## src/rtl/paralelo_serial_phy_tx.sv

```systemverilog
// paralelo_serial_phy_tx
//   Byte-to-serial transmitter for the PHY TX lane. Bytes arrive over a valid/ready
//   handshake and leave MSB-first, one bit per clk_32f. After reset the lane sends
//   N_BC COMMA characters so the receiver can align. From then on every byte slot
//   that has no valid data carries a filler COMMA.
// Ports
//   clk_32f         in   bit clock, all state on posedge
//   default_values  in   asynchronous active-high reset
//   data_in[7:0]    in   byte to transmit
//   valid_in        in   data_in holds a byte to send
//   ready_out       out  byte slot open; transfer when valid_in & ready_out at posedge
//   data_out        out  serial bit stream, MSB first
//   active_out      out  training complete, data path open
//   idle_out        out  current byte slot carries a filler COMMA
//   err_k_out       out  1-cycle pulse: an accepted data byte equalled COMMA
module paralelo_serial_phy_tx #(
  parameter logic [7:0]  COMMA = 8'hBC,
  parameter int unsigned N_BC  = 4
) (
  input  logic       clk_32f,
  input  logic       default_values,
  input  logic [7:0] data_in,
  input  logic       valid_in,
  output logic       ready_out,
  output logic       data_out,
  output logic       active_out,
  output logic       idle_out,
  output logic       err_k_out
);

  localparam int unsigned BcW = $clog2(N_BC + 1);
  localparam logic [BcW-1:0] BcMax = BcW'(N_BC);

  localparam logic [0:0] STATE_TRAIN = 1'b0;
  localparam logic [0:0] STATE_RUN   = 1'b1;

  logic [0:0]     state_q, state_d;
  logic [2:0]     bit_cnt_q, bit_cnt_d;
  logic [7:0]     sr_q, sr_d;
  logic [BcW-1:0] bc_cnt_q, bc_cnt_d;
  logic           ready_d, active_d, idle_d, err_k_d;
  logic           load, accept;

  // Load slot is the last bit of the current byte; the next byte enters sr at that edge.
  assign load   = (bit_cnt_q == 3'd7);
  // ready_out is only ever high in a RUN load slot, so this is the whole handshake.
  assign accept = valid_in & ready_out;

  always_comb begin
    state_d   = state_q;
    bit_cnt_d = bit_cnt_q + 3'd1;
    sr_d      = {sr_q[6:0], 1'b0};
    bc_cnt_d  = bc_cnt_q;
    active_d  = active_out;
    idle_d    = idle_out;
    err_k_d   = 1'b0;
    if (load) begin
      if (state_q == STATE_TRAIN) begin
        sr_d = COMMA;
        if (bc_cnt_q < BcMax) begin
          bc_cnt_d = bc_cnt_q + BcW'(1);
        end
        if (bc_cnt_d == BcMax) begin
          state_d  = STATE_RUN;
          active_d = 1'b1;
        end
      end else if (accept) begin
        sr_d    = data_in;
        idle_d  = 1'b0;
        // Sent unchanged; flagged so upstream can see it fed a K character.
        err_k_d = (data_in == COMMA);
      end else begin
        sr_d   = COMMA;
        idle_d = 1'b1;
      end
    end
    // Registered ready: high in the cycle whose bit_cnt will be 7 while in RUN.
    ready_d = (state_d == STATE_RUN) && (bit_cnt_d == 3'd7);
  end

  always_ff @(posedge clk_32f or posedge default_values) begin
    if (default_values) begin
      state_q    <= STATE_TRAIN;
      bit_cnt_q  <= 3'd7;
      sr_q       <= 8'h00;
      bc_cnt_q   <= '0;
      ready_out  <= 1'b0;
      active_out <= 1'b0;
      idle_out   <= 1'b0;
      err_k_out  <= 1'b0;
    end else begin
      state_q    <= state_d;
      bit_cnt_q  <= bit_cnt_d;
      sr_q       <= sr_d;
      bc_cnt_q   <= bc_cnt_d;
      ready_out  <= ready_d;
      active_out <= active_d;
      idle_out   <= idle_d;
      err_k_out  <= err_k_d;
    end
  end

  assign data_out = sr_q[7];

endmodule

```

## config.mk

```make
export PLATFORM = sky130hd
export DESIGN_NAME = paralelo_serial_phy_tx
export DESIGN_NICKNAME = d
export VERILOG_FILES = /design/src/rtl/paralelo_serial_phy_tx.sv
export SDC_FILE = /design/constraint.sdc
export NUM_CORES = 1
export LEC_CHECK = 0
export BUFFER_PORTS_ARGS = -buffer_cell sky130_fd_sc_hd__clkbuf_2
export CAP_MARGIN = 25
export CELL_PAD_IN_SITES_DETAIL_PLACEMENT = 1
export CELL_PAD_IN_SITES_GLOBAL_PLACEMENT = 2
export CORE_MARGIN = 8
export CORE_UTILIZATION = 34
export DETAILED_ROUTE_END_ITERATION = 7
export HOLD_SLACK_MARGIN = 0.15
export PLACE_DENSITY = 0.73
export SKIP_CTS_REPAIR_TIMING = 1
export SLEW_MARGIN = 20
export SYNTH_ARGS = -nofsm -noshare
export SYNTH_HDL_FRONTEND = slang
export SYNTH_SLANG_ARGS = --single-unit
```

## constraint.sdc

```tcl
create_clock -name clk_32f -period 2.25 [get_ports clk_32f]
set_clock_uncertainty 0.1 [all_clocks]
set_input_delay 0.45 -clock clk_32f [delete_from_list [all_inputs] [get_ports clk_32f]]
set_output_delay 0.45 -clock clk_32f [all_outputs]
set_load 0.01 [all_outputs]
```

## Yosys cells after proc, flatten, opt, wreduce, memory -nomap -nowiden

Cells that the tools add are included.
W data, S select, Z words.

- Mux-type cells: 13
- Order comparisons: 1
- Bitwise logic cells: 2
- Add/sub/neg operators: 2
- Reduce and logical (&&, ||, !) cells: 4
- Eq/ne operators: 4

Operators with widths:

| operator | number |
|---|---|
| $mux W8 | 3 |
| $eq A3 B3 Y1 const B | 3 |
| $mux W3 | 3 |
| $eq A8 B8 Y1 const B | 1 |
| $mux W1 | 7 |
| $add A3 B1 Y3 const B | 2 |
| $reduce_and A2 Y1 | 2 |
| $lt A3 B3 Y1 const B | 1 |
| $reduce_and A3 Y1 | 1 |
| $and A1 B1 Y1 | 1 |
| $logic_and A1 B1 Y1 | 1 |
| $not A1 Y1 | 1 |

- Bits of input ports: 11
- Output and inout bits: 5
- Register bits after elaboration: 19

## Longest topological paths before layout

Gate-level depths: netlist of the first run.

- Depth after elaboration: 9
- Mapped depth: 5
- Mapped depth without buffers: 5

## Worst setup path after synthesis of the first run

No wires, ideal clock.

- Kind: reg2reg
- From: register bit_cnt_q[0]
- To: register bc_cnt_q[1]
- Stages on the path, launching flop included: 6
- Data required time: 2,025 ps
- Clock period less this slack: 1,597 ps
- Library setup time: 125 ps
- Path slack: 653 ps
- Path buffers: 0
- Arrival time: 1,372 ps
- Path through: dfstp_2 -> ha_1 -> ha_1 -> nand2b_1 -> nor2_1 -> mux2_2

- Longest elaborated chain between the ends: 2

RTL lines:

| element | line | source |
|---|---|---|
| start: declaration | 38 | `logic [2:0] bit_cnt_q, bit_cnt_d;` |
| start signal: assignment | 93 | `bit_cnt_q <= bit_cnt_d;` |
| $eq A3 B3 Y1 | 45 | `assign load = (bit_cnt_q == 3'd7);` |
| $reduce_and A2 Y1 (no line) | - |  |
| end signal: assignment | 95 | `bc_cnt_q <= bc_cnt_d;` |
| end: declaration | 40 | `logic [BcW-1:0] bc_cnt_q, bc_cnt_d;` |

Every way passes these cells.
A chain may end at the register's enable or synchronous reset.

## Worst setup path after layout of the first run

- From: register bit_cnt_q[1]
- To: register sr_q[3]

- Longest elaborated chain between the ends: 2

RTL lines:

| element | line | source |
|---|---|---|
| $eq A3 B3 Y1 | 45 |  |
| $mux W8 | 57 | `if (load) begin` |
| via sr_d[3] | 39 | `logic [7:0] sr_q, sr_d;` |
| end signal: assignment | 94 | `sr_q <= sr_d;` |
| end: declaration | 39 |  |

The timed path passes the listed nets, and every way through them passes these cells.

==> flow_summary.toml, run 1 <==
[yosys]
syn_area_um2 = 766
synth-simple-area-share = 0.136
ys_ff_latch = 19
syn-mean-instance-area_um2 = 12.8
synth_most_common_cell = "dfrtp_1"
ys_top_cells_by_count = "dfrtp_1, inv_1, o22a_1"
synthMuxAreaShare = 0.0147
yosysWarnings = 0
synth_cells = 60
seq_area_frac_synth = 0.626
async_flop_share = 1.00
synth-main-ff-cell = "dfrtp_1"
synthXorXnorAreaFrac = 0.0114
yosysTopAreaCell = "dfrtp_1"
yosys-top-cells-area = "dfrtp_1, dfstp_2, ha_1"
ys_types = 23
synth_nets = 75
synth-edff-count = 0
synth-compound-area-share = 0.111
synth_top_area_share = 0.523
yosys.area_share.adder = 0.0654
synth_top_family_by_area = "simple AND/OR/NAND/NOR gates"

[hold_path]
hold_path_class = "input port to async pin"

[finish]
nNetsFinal = 95
final_design_area_no_fill_um2 = 905
fill_cells = 258
drive_gt1_frac = 0.342
multi_input_area_um2 = 259
seq_area_um2 = 479
instances_no_fill = 107
area_growth_pct = 18.1
antennaDiodeCount = 0

[floorplan]
start_util = 0.353
rows = 17
dieArea_um2 = 4030
core_region_area_um2 = 2170
die_x_um = 63.5
die_h_um = 63.5
io_pins = 16

[cts]
numCtsBuffers = 3
clock_latency_ns = 0.29
clock_sinks = 19
cts_tree = "yes"
clockBufferDepth = 2
cts-root-buf = "clkbuf_4"
clk_pin_slew_ns = 0.10
cts_max_level = 1

[place]
dp_cells = 103
dpl_worst_slack_ns = 0.374
hpwl_um = 1220
routabilityCongestion = 0.710
port_buffers = 15
placed_cell_area_um2 = 878

[timing]
period_share = 0.837
setup_tns_ns = 0
maxSlewViolCount = 0
min_period_ns = 1.88
relSlewSlack = 0.519
fmax_ghz = 0.531
worst_pin_slew_ns = 0.721
setup_slack_ns = 0.368
setup_viol = 0
rsz0062_at_grt = "no"
hold_violations = 0

[pwr]
power_switching_share = 0.209
p_clk_frac = 0.302
power_switching_w = 0.000114
leakage_nw = 0.440
max-vdd-ir-drop_uv = 358
p_per_area_nw_per_um2 = 601
internal_power_w = 0.000430
combPwrFrac = 0.052
pwr-share-seq = 0.646
total_power_w = 0.000544

[routing]
finalWirelength_um = 1530
viasPerCell = 4.88
drtPass1Iterations = 4
drtIter0Drc = 5
wl_per_cell_um = 14.3
drc = 0
vias = 522
ant_nets = 0

[global_routing]
antenna_found_initial = 0
top_usage_layer = "met2"
use_met1 = 0.0908
grt_pass1_wl_um = 2740
grt_start_max_net_pins = 20
overflow = 0
gr-usage-met2 = 0.139
grt_pass1_vias = 601
grtUsageMet3 = 0.0336
track_usage = 0.0853

[critical_path]
crit_path_end_kind = "register"
arrival_ns = 1.96
r2r_cells = 5
crit_buf_inv = 1
cp_slowest_cell = "dfstp_2"
path_class = "register to register"
r2r_setup_slack_ns = 0.37
worstPathMaxFanout = 7
required_ns = 2.33
rr_startpoint = "bit_cnt_q[1]$_DFF_PP1_"
cp-start-kind = "register"
crit_family = "flip-flops"
crit_chain = "ha_1, ha_1, buf_4, nand4_1, o22a_1"
critPathMaxStageDelay_ns = 0.55
cp_common_cell = "ha_1"
r2r-end = "sr_q[3]$_DFF_PP0_"

[outcome]
status = "finished clean"

[job]
cap_viol_max_count = 0
-- cells by family (layout without fill, tap and decap cells) --
group | Yosys count | after routing
compound gates | 12 | 12
flops | 19 | 19
simple gates | 16 | 16
fa+ha+maj | 4 | 4
xor+xnor | 1 | 1
buf+inv | 7 | 26
mux | 1 | 1
-- state kept, by name, indices dropped and copies added, names as in the netlist --
| name | cells |
|---|---|
| active_out | 1 |
| state_q | 1 |
| idle_out | 1 |
| err_k_out | 1 |
| bit_cnt_q | 3 |
| sr_q | 8 |
| bc_cnt_q | 3 |
| ready_out | 1 |
-- power by group through the flow --
stage,Combinational [W],Clock (W),Sequential (W)
floorplan,0.0000122,0,0.000358
global placement,0.0000289,0,0.000358
detailed placement,0.0000295,0,0.000358
CTS,0.0000297,0.000178,0.000351
global route,0.0000330,0.000193,0.000352
finish,0.0000285,0.000164,0.000351
-- how the worst max path moves through the flow --
stage,slack (ns),to,cells after the start,startpoint
after detailed placement,0.37,sr_q[5]$_DFF_PP0_,5,bit_cnt_q[1]$_DFF_PP1_
final,0.37,sr_q[3]$_DFF_PP0_,5,bit_cnt_q[1]$_DFF_PP1_
after floorplan,0.65,bc_cnt_q[1]$_DFFE_PP0P_,5,bit_cnt_q[0]$_DFF_PP1_
after CTS,0.36,sr_q[3]$_DFF_PP0_,5,bit_cnt_q[1]$_DFF_PP1_
after global placement,0.43,sr_q[5]$_DFF_PP0_,5,bit_cnt_q[0]$_DFF_PP1_
after global routing,0.26,sr_q[4]$_DFF_PP0_,5,bit_cnt_q[0]$_DFF_PP1_
-- metrics by stage --
stage	hold WS [ns]	utilization
after detailed placement	0.362	0.405
final	0.144	0.417
after floorplan	0.299	-
after global placement	0.358	0.405
after global routing	0.203	0.417
after CTS	0.155	0.417
-- cell usage in the layout (no fill, tap or decap), drive strengths merged, types with 2 or more instances in the layout --
cell and count:
dfrtp 16, inv 6, nand2 4, nor2 3, o22a 5, clkbuf 19
ha 4, nand4 2, a21oi 2, dfstp 3, o21ai 3
-- area by class of cell --
type                    count  area share
clock buffers               4      0.0290
inverters                   6      0.0249
multi-input cells          34       0.286
flip-flops and latches     19       0.530
well taps                  28      0.0387
repair buffers             16      0.0913
-- layer usage --
metal | wire length (um) | part of all wire
met1 | 635 | 0.42
met2 | 798 | 0.52
met3 | 78 | 0.051
met4 | 14 | 0.0092
met5 | 0 | 0
-- worst register-to-register path: cells and delay by family, from the launching register on --
family	cells	cell delay [ns]
adder cells (fa/ha/maj)	2	0.40
flip-flops	1	0.55
AND/OR/NAND/NOR	1	0.26
buffers and inverters	1	0.19
AO/OA/AOI/OAI	1	0.27
No activity file was read; power rests on OpenSTA's default activity.
==> run 2: changes to the inputs <==
CORE_UTILIZATION = 30   (was 34)
PLACE_DENSITY = 0.68   (was 0.73)
clock period = 1.5 ns   (was 2.25 ns; I/O delays follow)
==> flow_summary.toml, run 2 (synthesis results as in run 1) <==
[outcome]
status = "complete, but fails checks"
violations = "setup timing"

[critical_path]
required_ns = 1.58
cp_slowest_cell = "dfstp_2"
cp-start-kind = "register"
r2r_cells = 5
r2r_setup_slack_ns = -0.05
arrival_ns = 1.63
critPathMaxStageDelay_ns = 0.57
r2r-end = "bc_cnt_q[1]$_DFFE_PP0P_"
worstPathMaxFanout = 5
startpoint = "bit_cnt_q[1]$_DFF_PP1_"
crit_path_end_kind = "register"
crit_chain = "ha_4, ha_4, nand2b_4, nor2_4, mux2_4"
rr_startpoint = "bit_cnt_q[1]$_DFF_PP1_"
cp_common_cell = "ha_4"
path_class = "register to register"

[hold_path]
hold_path_end = "sr_q[7]$_DFF_PP0_"
min-delay-start = "data_in[7]"
hold_path_class = "input port to register"
hold_depth = 2

[floorplan]
rows = 18
core_region_area_um2 = 2450
dieArea_um2 = 4420
die_h_um = 66.5
die_x_um = 66.5
io_pins = 16
start_util = 0.312

[timing]
fmax_ghz = 0.647
worst_pin_slew_ns = 0.346
maxSlewViolCount = 0
relSlewSlack = 0.769
min_period_ns = 1.55
rsz0062_at_grt = "yes"
setup_tns_ns = -0.154
setup_slack_ns = -0.0456
setup_viol = 9
hold_violations = 0
period_share = 1.03

[routing]
finalWirelength_um = 1710
wl_per_cell_um = 13.5
viasPerCell = 4.61
drtIter0Drc = 25
ant_nets = 0
drtPass1Iterations = 2
drc = 0
vias = 585

[place]
dp_cells = 112
placed_cell_area_um2 = 977
port_buffers = 15
routabilityCongestion = 0.704
hpwl_um = 1330

[global_routing]
overflow = 0
track_usage = 0.0864
grt_start_max_net_pins = 15
grt_pass1_vias = 617
grt_pass1_wl_um = 2830
antenna_found_initial = 0

[pwr]
leakage_nw = 0.536
p_per_area_nw_per_um2 = 752
max-vdd-ir-drop_uv = 461

[finish]
instances_no_fill = 127
layout_commonest_cell = "dfrtp_1"
antennaDiodeCount = 0
top_register = "sr_q"
fill_cells = 272
largest_registers = "sr_q (8), bc_cnt_q (3), bit_cnt_q (3)"
nNetsFinal = 113
mostFrequentLayoutCells = "dfrtp_1, clkbuf_2, buf_4"
largest_reg_flops = 8
final_design_area_no_fill_um2 = 1120
drive_gt1_frac = 0.464
area_growth_pct = 46.4

[cts]
numCtsBuffers = 3
clock_sinks = 19
cts_max_level = 1
clockBufferDepth = 2
clock_latency_ns = 0.30
cts-root-buf = "clkbuf_4"
cts_tree = "yes"
clk_pin_slew_ns = 0.11

[job]
cap_viol_max_count = 0
## run 2: changes by cell type in the layout (fill, tap and decap cells not counted), sizes merged
cell         change
buf             +11
dlygate4sd3      +7
## run 2: where the power goes
| group | internal, W | switching, W | leakage, nW | total [W] |
|---|---|---|---|---|
| sequential | 0.000523 | 0.00000354 | 0.219 | 0.000527 |
| combinational | 0.0000330 | 0.0000261 | 0.302 | 0.0000591 |
| clock | 0.000103 | 0.000154 | 0.0150 | 0.000258 |
| total | 0.000659 | 0.000184 | 0.536 | 0.000843 |
## run 2: worst max path at each step
| stage | to | slack, ns | cells after the start |
|---|---|---|---|
| floorplan | bc_cnt_q[1]$_DFFE_PP0P_ | -0.01 | 5 |
| global placement | bc_cnt_q[1]$_DFFE_PP0P_ | -0.05 | 5 |
| detailed placement | bc_cnt_q[1]$_DFFE_PP0P_ | -0.08 | 5 |
| CTS | bc_cnt_q[1]$_DFFE_PP0P_ | -0.09 | 5 |
| global route | bc_cnt_q[1]$_DFFE_PP0P_ | -0.08 | 5 |
| finish | bc_cnt_q[1]$_DFFE_PP0P_ | -0.05 | 5 |
## run 2: area by class of cell
cell class / instances / area, um^2 / share of cell area
Clock buffer: 4 / 26.3 / 0.0234
Inverter: 6 / 22.5 / 0.0201
Multi-Input combinational cell: 34 / 317 / 0.282
Sequential cell: 19 / 479 / 0.427
Tap cell: 30 / 37.5 / 0.0335
Timing Repair Buffer: 34 / 239 / 0.213
## run 2: per-layer routing
layer  track usage  vias up  wire length, um
met1        0.0897      291              715
met3        0.0436        2               95
met5             0        -                0
li1              -      282                -
met2         0.135       10              879
met4        0.0560        0               18
## run 2: through the flow
step | hold WS, ns | utilization | power (W) | setup WS, ns
after floorplan | 0.149 | - | 0.000555 | -0.0126
after global placement | 0.103 | 0.398 | 0.000582 | -0.0469
after detailed placement | 0.102 | 0.398 | 0.000583 | -0.0788
after CTS | -0.234 | 0.409 | 0.000847 | -0.0913
after global routing | 0.150 | 0.457 | 0.000887 | -0.0834
final | 0.165 | 0.457 | 0.000843 | -0.0456
## run 2: critical path, delay by kind of cell, from the launching register on
family | cells | cell delay (ns)
fa+ha+maj | 2 | 0.29
simple gates | 2 | 0.17
mux | 1 | 0.30
flops | 1 | 0.57
==> run 3: changes to the inputs <==
SETUP_SLACK_MARGIN = 0.3   (was not set)
==> flow_summary.toml, run 3 (synthesis results as in run 1) <==
[critical_path]
cp_common_cell = "ha_4"
critPathMaxStageDelay_ns = 0.57
crit_family = "flip-flops"
arrival_ns = 1.68
required_ns = 1.59
crit_path_end_kind = "register"
worstPathMaxFanout = 6
crit_chain = "ha_4, ha_4, nand4_1, o22a_1"
cp_slowest_cell = "dfstp_2"
cp-start-kind = "register"
crit_buf_inv = 0
path_class = "register to register"

[finish]
area_growth_pct = 46.1
postLayoutCoreUtil = 0.456
instances_no_fill = 125
largest_registers = "sr_q (8), bc_cnt_q (3), bit_cnt_q (3)"
drive_gt1_frac = 0.463
fill_cells = 271
mostFrequentLayoutCells = "dfrtp_1, clkbuf_2, buf_4"
nNetsFinal = 111
top_register = "sr_q"
antennaDiodeCount = 0
layout_commonest_cell = "dfrtp_1"
largest_reg_flops = 8

[hold_path]
hold_path_class = "input port to register"

[routing]
viasPerCell = 4.74
drtPass1Iterations = 4
drc = 0
drtIter0Drc = 11
vias = 593
wl_per_cell_um = 13.2
finalWirelength_um = 1650
ant_nets = 0

[cts]
cts_max_level = 1
clock_sinks = 19
clock_latency_ns = 0.30
clk_pin_slew_ns = 0.11
cts_tree = "yes"
cts-root-buf = "clkbuf_4"
clockBufferDepth = 2
numCtsBuffers = 3

[global_routing]
track_usage = 0.0798
overflow = 0
grt_start_max_net_pins = 20
antenna_found_initial = 0
grt_pass1_vias = 628
grt_pass1_wl_um = 2680

[place]
port_buffers = 15
dp_cells = 111
routabilityCongestion = 0.718
hpwl_um = 1210

[floorplan]
rows = 18
start_util = 0.312
io_pins = 16
core_region_area_um2 = 2450
die_h_um = 66.5
dieArea_um2 = 4420
die_x_um = 66.5

[timing]
relSlewSlack = 0.805
setup_slack_ns = -0.0950
rsz0062_at_grt = "yes"
setup_tns_ns = -0.612
min_period_ns = 1.60
hold_violations = 0
period_share = 1.06
worst_pin_slew_ns = 0.292
hold_ws_ns = 0.160
maxSlewViolCount = 0
fmax_ghz = 0.627
setup_viol = 10

[pwr]
max-vdd-ir-drop_uv = 456
leakage_nw = 0.527
total_power_w = 0.000845
p_per_area_nw_per_um2 = 755

[outcome]
violations = "setup timing"
status = "complete, but fails checks"

[job]
cap_viol_max_count = 0
run 3: changes by cell type in the layout (fill, tap and decap cells not counted):
cell,before,now
ha_4,2,3
nor3b_2,0,1
and4_2,0,1
buf_6,1,2
xor2_2,1,0
and4_4,1,0
nor3b_1,1,0
clkbuf_2,15,10
ha_1,2,1
buf_4,11,8
buf_2,0,5
xor2_1,0,1
run 3: path summary, 6_finish.rpt:
| path | startpoint | endpoint | slack, ns | depth (start not counted) |
|---|---|---|---|---|
| setup / recovery | bit_cnt_q[1]$_DFF_PP1_ | sr_q[5]$_DFF_PP0_ | -0.1 | 4 |
| hold / removal | data_in[6] | err_k_out$_DFF_PP0_ | 0.16 | 3 |
| setup reg to reg | bit_cnt_q[1]$_DFF_PP1_ | sr_q[5]$_DFF_PP0_ | -0.1 | 4 |
| hold reg to reg | active_out$_DFFE_PP0P_ | active_out$_DFFE_PP0P_ | 0.38 | 1 |
| max in group asynchronous | default_values | bit_cnt_q[0]$_DFF_PP1_ | 0.60 | 4 |
| min in group asynchronous | default_values | err_k_out$_DFF_PP0_ | 0.44 | 4 |
run 3: routing by layer:
| metal | wire, um | GRT usage | vias up | share of wire |
|---|---|---|---|---|
| met2 | 743 | 0.125 | 15 | 0.45 |
| met3 | 142 | 0.0302 | 4 | 0.086 |
| met1 | 737 | 0.0899 | 295 | 0.45 |
| met5 | 0 | 0 | - | 0 |
| li1 | - | - | 279 | - |
| met4 | 27 | 0.0480 | 0 | 0.016 |
run 3: report_power, final:
| group | switching [W] | internal [W] |
|---|---|---|
| Combinational | 0.0000260 | 0.0000331 |
| Clock | 0.000156 | 0.000103 |
| Sequential | 0.00000346 | 0.000523 |
run 3: tightest hold or removal path: stages:
cell and delay (ns):
clkbuf_2 0.09, or4b_4 0.12, nor3_2 0.03
run 3: final cells by class:
cell class	instances	area, um^2	area share
multi-input cells	34	325	0.291
well taps	30	37.5	0.0336
repair buffers	32	228	0.204
flip-flops and latches	19	479	0.428
inverters	6	22.5	0.0201
clock buffers	4	26.3	0.0235
run 3: metrics by stage:
stage,setup WS (ns),area (um^2)
2_1_floorplan,-0.0125,813
3_3_place_gp,-0.0890,973
3_5_place_dp,-0.104,973
4_1_cts,-0.120,1000
5_1_grt,-0.145,1120
6_report,-0.0950,1120
